[src/rtl/msk_rnd_prng.sv]
// Masking-randomness source: a bank of 64-bit LFSR lanes, seeded over a 32-bit
// valid/ready stream, warmed up, then delivering W fresh bits per accepted cycle.
//
// state     | meaning
// ----------+---------------------------------------------------------------
// ST_SEED   | accepting 2K seed words into the lanes, seed_ready=1
// ST_WARMUP | lanes advance every cycle for WARM cycles, busy_warm=1
// ST_RUN    | rnd_valid=1, lanes advance on each rnd handshake
module msk_rnd_prng #(
  parameter int d     = 2,
  parameter int N_AND = 1,
  parameter int WARM  = 16
) (
  input  logic                          clk,
  input  logic                          rst,
  input  logic [31:0]                   seed_in,
  input  logic                          seed_valid,
  output logic                          seed_ready,
  input  logic                          reseed,
  output logic [N_AND*d*(d-1)/2-1:0]    rnd,
  output logic                          rnd_valid,
  input  logic                          rnd_ready,
  output logic                          busy_warm
);

  localparam int W  = N_AND * d * (d - 1) / 2;
  localparam int K  = (W + 31) / 32;
  localparam int CW = (2 * K > 1) ? $clog2(2 * K) : 1;
  localparam int WW = $clog2(WARM + 1);
  localparam logic [CW-1:0] SEED_LAST = CW'(2 * K - 1);

  typedef enum logic [1:0] {ST_SEED, ST_WARMUP, ST_RUN} state_t;

  state_t          state_q, state_d;
  logic [CW-1:0]   seed_cnt_q, seed_cnt_d;
  logic [WW-1:0]   warm_cnt_q, warm_cnt_d;
  logic [63:0]     lane_q [K];
  logic [63:0]     lane_d [K];
  logic            rnd_valid_q, busy_warm_q;
  logic            advance;

  // 32 unrolled Fibonacci steps of x^64+x^63+x^61+x^60+1
  function automatic logic [63:0] step32(input logic [63:0] s);
    logic [63:0] t;
    t = s;
    for (int i = 0; i < 32; i++) begin
      t = {t[62:0], t[63] ^ t[62] ^ t[60] ^ t[59]};
    end
    return t;
  endfunction

  always_ff @(posedge clk) begin
    if (rst) begin
      state_q     <= ST_SEED;
      seed_cnt_q  <= '0;
      warm_cnt_q  <= '0;
      rnd_valid_q <= 1'b0;
      busy_warm_q <= 1'b0;
      for (int i = 0; i < K; i++) lane_q[i] <= '0;
    end else begin
      state_q     <= state_d;
      seed_cnt_q  <= seed_cnt_d;
      warm_cnt_q  <= warm_cnt_d;
      rnd_valid_q <= (state_d == ST_RUN);
      busy_warm_q <= (state_d == ST_WARMUP);
      for (int i = 0; i < K; i++) lane_q[i] <= lane_d[i];
    end
  end

  always_comb begin
    state_d    = state_q;
    seed_cnt_d = seed_cnt_q;
    warm_cnt_d = warm_cnt_q;
    advance    = 1'b0;
    for (int i = 0; i < K; i++) lane_d[i] = lane_q[i];

    case (state_q)
      ST_SEED: begin
        if (seed_valid) begin
          for (int i = 0; i < K; i++) begin
            if ((seed_cnt_q >> 1) == CW'(i)) begin
              if (seed_cnt_q[0]) lane_d[i][63:32] = seed_in;
              else               lane_d[i][31:0]  = seed_in;
            end
          end
          if (seed_cnt_q == SEED_LAST) begin
            state_d    = ST_WARMUP;
            seed_cnt_d = '0;
            warm_cnt_d = WW'(WARM - 1);
            // an all-zero lane would lock up forever
            for (int i = 0; i < K; i++) begin
              if (lane_d[i] == 64'h0) lane_d[i] = 64'h1;
            end
          end else begin
            seed_cnt_d = seed_cnt_q + 1'b1;
          end
        end
      end
      ST_WARMUP: begin
        advance = 1'b1;
        if (warm_cnt_q == '0) state_d = ST_RUN;
        else                  warm_cnt_d = warm_cnt_q - 1'b1;
      end
      ST_RUN: begin
        advance = rnd_valid_q && rnd_ready;
      end
      default: state_d = ST_SEED;
    endcase

    // a RUN handshake coinciding with reseed still consumes its value
    if (reseed) begin
      state_d    = ST_SEED;
      seed_cnt_d = '0;
      if (state_q != ST_RUN) begin
        advance = 1'b0;
        for (int i = 0; i < K; i++) lane_d[i] = lane_q[i];
      end
    end

    if (advance) begin
      for (int i = 0; i < K; i++) lane_d[i] = step32(lane_q[i]);
    end
  end

  always_comb begin
    rnd = '0;
    for (int b = 0; b < W; b++) rnd[b] = lane_q[b / 32][b % 32];
  end

  assign seed_ready = (state_q == ST_SEED);
  assign rnd_valid  = rnd_valid_q;
  assign busy_warm  = busy_warm_q;

endmodule
[config.mk]
export PLATFORM = sky130hd
export DESIGN_NAME = msk_rnd_prng
export DESIGN_NICKNAME = d
export VERILOG_FILES = /design/src/rtl/msk_rnd_prng.sv
export SDC_FILE = /design/constraint.sdc
export NUM_CORES = 1
export LEC_CHECK = 0
export CORE_ASPECT_RATIO = 0.9
export CORE_UTILIZATION = 50
export DETAILED_ROUTE_END_ITERATION = 7
export PLACE_DENSITY_LB_ADDON = 0.1
export SETUP_SLACK_MARGIN = 0.3
export SYNTH_ARGS = -nofsm -noshare
export SYNTH_HDL_FRONTEND = slang
export SYNTH_SLANG_ARGS = --single-unit
[constraint.sdc]
create_clock -name clk -period 2 [get_ports clk]
set_input_delay 0.3 -clock clk [delete_from_list [all_inputs] [get_ports clk]]
set_output_delay 0.3 -clock clk [all_outputs]
set_load 0.05 [all_outputs]
==> qor.log <==
qor: outcome.status finished with violations
qor: outcome.violations negative setup slack
qor: placed_design.dp_slack -137.2 ps
qor: synthesis.flip_flop_and_latch_count_after_synthesis 74
qor: clock_tree.cts.reportedPaths.clkPinSlew 90 ps
qor: synthesis.syn_inst 600
qor: sta.slew_headroom 58.11%
qor: global_route.antenna_violations_before_repair 0
qor: clock_tree.cts-buffers-inserted 9
qor: critical_path.timing.critical_path.buf_inv 5
qor: layout.nets 740
qor: routing.detail_route.drc_violations 0
qor: sta.part_of_the_cycle_the_worst_path_needs 100.9%
qor: sta.worst_slew_pin_slew 622.6 ps
qor: critical_path.r2r-start state_q[1]
qor: critical_path.critical-path-max-stage-delay 380 ps
qor: layout.top_library_cells_by_usage_in_the_layout_fill_and_taps_aside sky130_fd_sc_hd__xnor2_1 (74), sky130_fd_sc_hd__dfxtp_1 (68), sky130_fd_sc_hd__nand2_1 (62), sky130_fd_sc_hd__buf_4 (48), sky130_fd_sc_hd__nor2_1 (42)
qor: layout.multi_input_area 3613 sq um
qor: critical_path.critical-path-slowest-cell sky130_fd_sc_hd__dfxtp_4
qor: placed_design.dpl.hpwl 10.47 mm
qor: sta.fin_worst_hold_slack 515.7 ps
qor: critical_path.critPathLaunchType flop
qor: synthesis.yosys_warnings 0
qor: power.peakVddDrop 0.4962 mV
qor: routing.final_wl 20.37 mm
qor: routing.drt.antenna.violating_nets 0
qor: clock_tree.clock_insertion_delay_worst_skew 380 ps
qor: sta.finalSetupViolCount 2
qor: power.fin_total_pwr 3880 uW
qor: global_route.grt_remaining_overflow 0
qor: sta.report.final.slew_viol_count 0
qor: floorplanning.dieArea 9975 sq um
qor: synthesis.synthDistinctLibCells 48
qor: min_path.holdCritPathClass flop to flop
qor: sta.finalHoldViolations 0
qor: synthesis.postSynthAreaPerCell 7.983 sq um
qor: power.clock_power_share 36.0%
qor: sta.rsz0062_at_grt yes
qor: sta.final.min_clock_period 2017 ps
qor: routing.drtPass1Iterations 7
qor: clock_tree.cts_tree done
qor: sta.layout_setup_ws -17.11 ps
qor: global_route.wire_length_of_the_first_global_routing_pass 27.07 mm
qor: power.power.density 534.0 nW/um^2
qor: placed_design.placed_cells_incl_taps 756
qor: clock_tree.ctsHtreeMaxLevel 3
qor: routing.vias 5625
qor: routing.routed_via_density 6.835
qor: critical_path.worstPathRequired 2310 ps
qor: routing.wl_per_cell 24.75 microns
qor: power.switching_share 30.03%
qor: sta.fin_tns_setup -32.86 ps
qor: power.netSwitchingPower 1165 uW
qor: clock_tree.clock_path_buffers 2
qor: critical_path.timing.critical_path.from state_q[1]
qor: floorplanning.ios 41
qor: sta.clock-skew-final 12.85 ps
qor: power.comb_power_share 22.3%
qor: power.total_leakage_power 0.002575 uW
qor: layout.area.growth.synth_to_final 51.70%
qor: min_path.hold_path.startpoint lane_q[0][63]
qor: floorplanning.initial_utilization 52.02%
qor: placed_design.gp_congestion 0.9558
qor: placed_design.numPortBuffers 40
qor: critical_path.worstSetupEndpointType flop
qor: power.pwr-share-seq 41.7%
qor: critical_path.crit_path_arrival_time 2330 ps
qor: run.drv.max_cap_violation_count 0
qor: floorplanning.core_region_area 9208 sq um
qor: critical_path.crit_path_cell_trace inv_4 -> ha_4 -> buf_6 -> a21o_1 -> o211a_1 -> buf_6 -> buf_12 -> buf_12 -> o221ai_1 -> a21oi_2
qor: synthesis.async_flop_share 0%
qor: global_route.grt_start_max_net_pins 44
qor: global_route.vias_in_the_first_global_route 5066
qor: global_route.grt.total_usage 35.75%
qor: layout.layout_cells_sized_above_1 35.52%
qor: synthesis.synth-main-ff-cell sky130_fd_sc_hd__dfxtp_1
qor: synthesis.ys_seq_area_share 30.93%
qor: floorplanning.chipWidth 105.2 microns
qor: synthesis.synth_edf_count 0
qor: clock_tree.clock_tree.root_cell sky130_fd_sc_hd__clkbuf_8
qor: layout.post_layout_nonfiller_instances 823
qor: floorplanning.die_h 94.85 microns
qor: routing.initialDrtViolationCount 703
qor: power.cellInternalPower 2715 uW
qor: critical_path.critical_path.max_fanout 8
qor: layout.ff_latch_area 1494 sq um
qor: floorplanning.core.rowCount 33
qor: layout.num-fill-cells 554
qor: sta.fmax 495.8 MHz
qor: synthesis.syn_area 4790 sq um
qor: clock_tree.cts_num_sinks 74
qor: layout.antenna_cells 0
qor: critical_path.timing_worst_setup_path_type flop to flop
qor: layout.final_common_cell sky130_fd_sc_hd__xnor2_1
qor: critical_path.path_delay_family compound AO/OA/AOI/OAI gates
qor: synthesis.synth_fp_nets 644
==> final cells by class <==
cell class / instances / share of cell area, %
clock buffer: 13 / 2.618
clock inverter: 3 / 0.5855
inverter: 7 / 0.4305
multi-input combinational: 467 / 49.73
sequential: 74 / 20.56
tap: 122 / 2.101
timing repair buffer: 137 / 23.97
==> per-stage QoR <==
stage                     utilization (%)  instance area (sq um)
after floorplan                         -                   4926
after global placement              61.45                   5658
after detailed placement            61.45                   5658
after CTS                           71.97                   6626
after global routing                78.91                   7266
final                               78.91                   7266
==> Yosys cell counts (all sizes together) (5+ instances only) <==
cell     n  area share [%]
or3     31             4.0
mux2    32             7.5
a21oi   68             7.1
o221ai  32             5.9
nand4    5            0.65
dfxtp   74              31
nor2    43             3.4
o21ai   33             3.4
nand2   67             5.3
nor3     9            0.94
or4      5            0.78
clkbuf  43             3.4
nor4    20             2.6
xnor2   74              14
buf     11             1.3
inv      7            0.55
ha       7             1.8
==> flip-flops by register name (all words and copies together), names as in the netlist <==
| name | flops |
|---|---|
| warm_cnt_q | 5 |
| state_q | 2 |
| busy_warm | 1 |
| seed_cnt_q | 1 |
| lane_q | 64 |
| rnd_valid | 1 |
==> logic make-up (layout without fill, tap and decap cells) <==
| kind of cell | after synthesis | count (layout) | synth area share [%] |
|---|---|---|---|
| AOI/OAI and AO/OA | 154 | 156 | 20.25 |
| and+or+nand+nor | 193 | 193 | 19.78 |
| muxes | 35 | 35 | 8.151 |
| adders and majority gates | 7 | 7 | 1.829 |
| DFF | 74 | 74 | 30.93 |
| buffers and inverters | 61 | 160 | 5.172 |
| xor gates and xnor gates | 76 | 76 | 13.90 |
==> metal layers <==
metal	global-route usage, %	part of all wire (%)	up-vias
met2	58.28	44	473
met1	45.38	38	2625
met3	8.420	12	150
li1	-	-	2377
met5	4.082	0	-
met4	14.67	6.1	0
==> power groups by stage <==
stage	Clock, uW	Combinational [uW]	Sequential, uW
2_1_floorplan	0	353	1610
3_3_place_gp	0	601	1630
3_5_place_dp	0	609	1630
4_1_cts	1380	714	1600
5_1_grt	1450	893	1620
6_report	1400	865	1620
==> final timing paths <==
kind | endpoint | slack (ps) | depth (start not counted)
worst max-delay path | lane_q[0][60] | -20 | 10
worst min-delay path | lane_q[0][63] | 520 | 2
worst max register to register | lane_q[0][60] | -20 | 10
worst min register to register | lane_q[0][63] | 520 | 2
==> tightest hold or removal path, delay by kind of cell, from the launching register on <==
kind             cells  cell delay, ps
AO/OA/AOI/OAI        1              50
flip-flops           1             350
AND/OR/NAND/NOR      1              80
==> repair_timing <==
item / CTS / global route
gates cloned: 11 / 9
setup buffers: 21 / 10
endpoints found under the setup margin: 73 / 74
resized for setup: 51 / 70
hold buffers: 0 / 0
pin swaps: 37 / 47
Note: power is estimated with default switching activity, not from simulation.
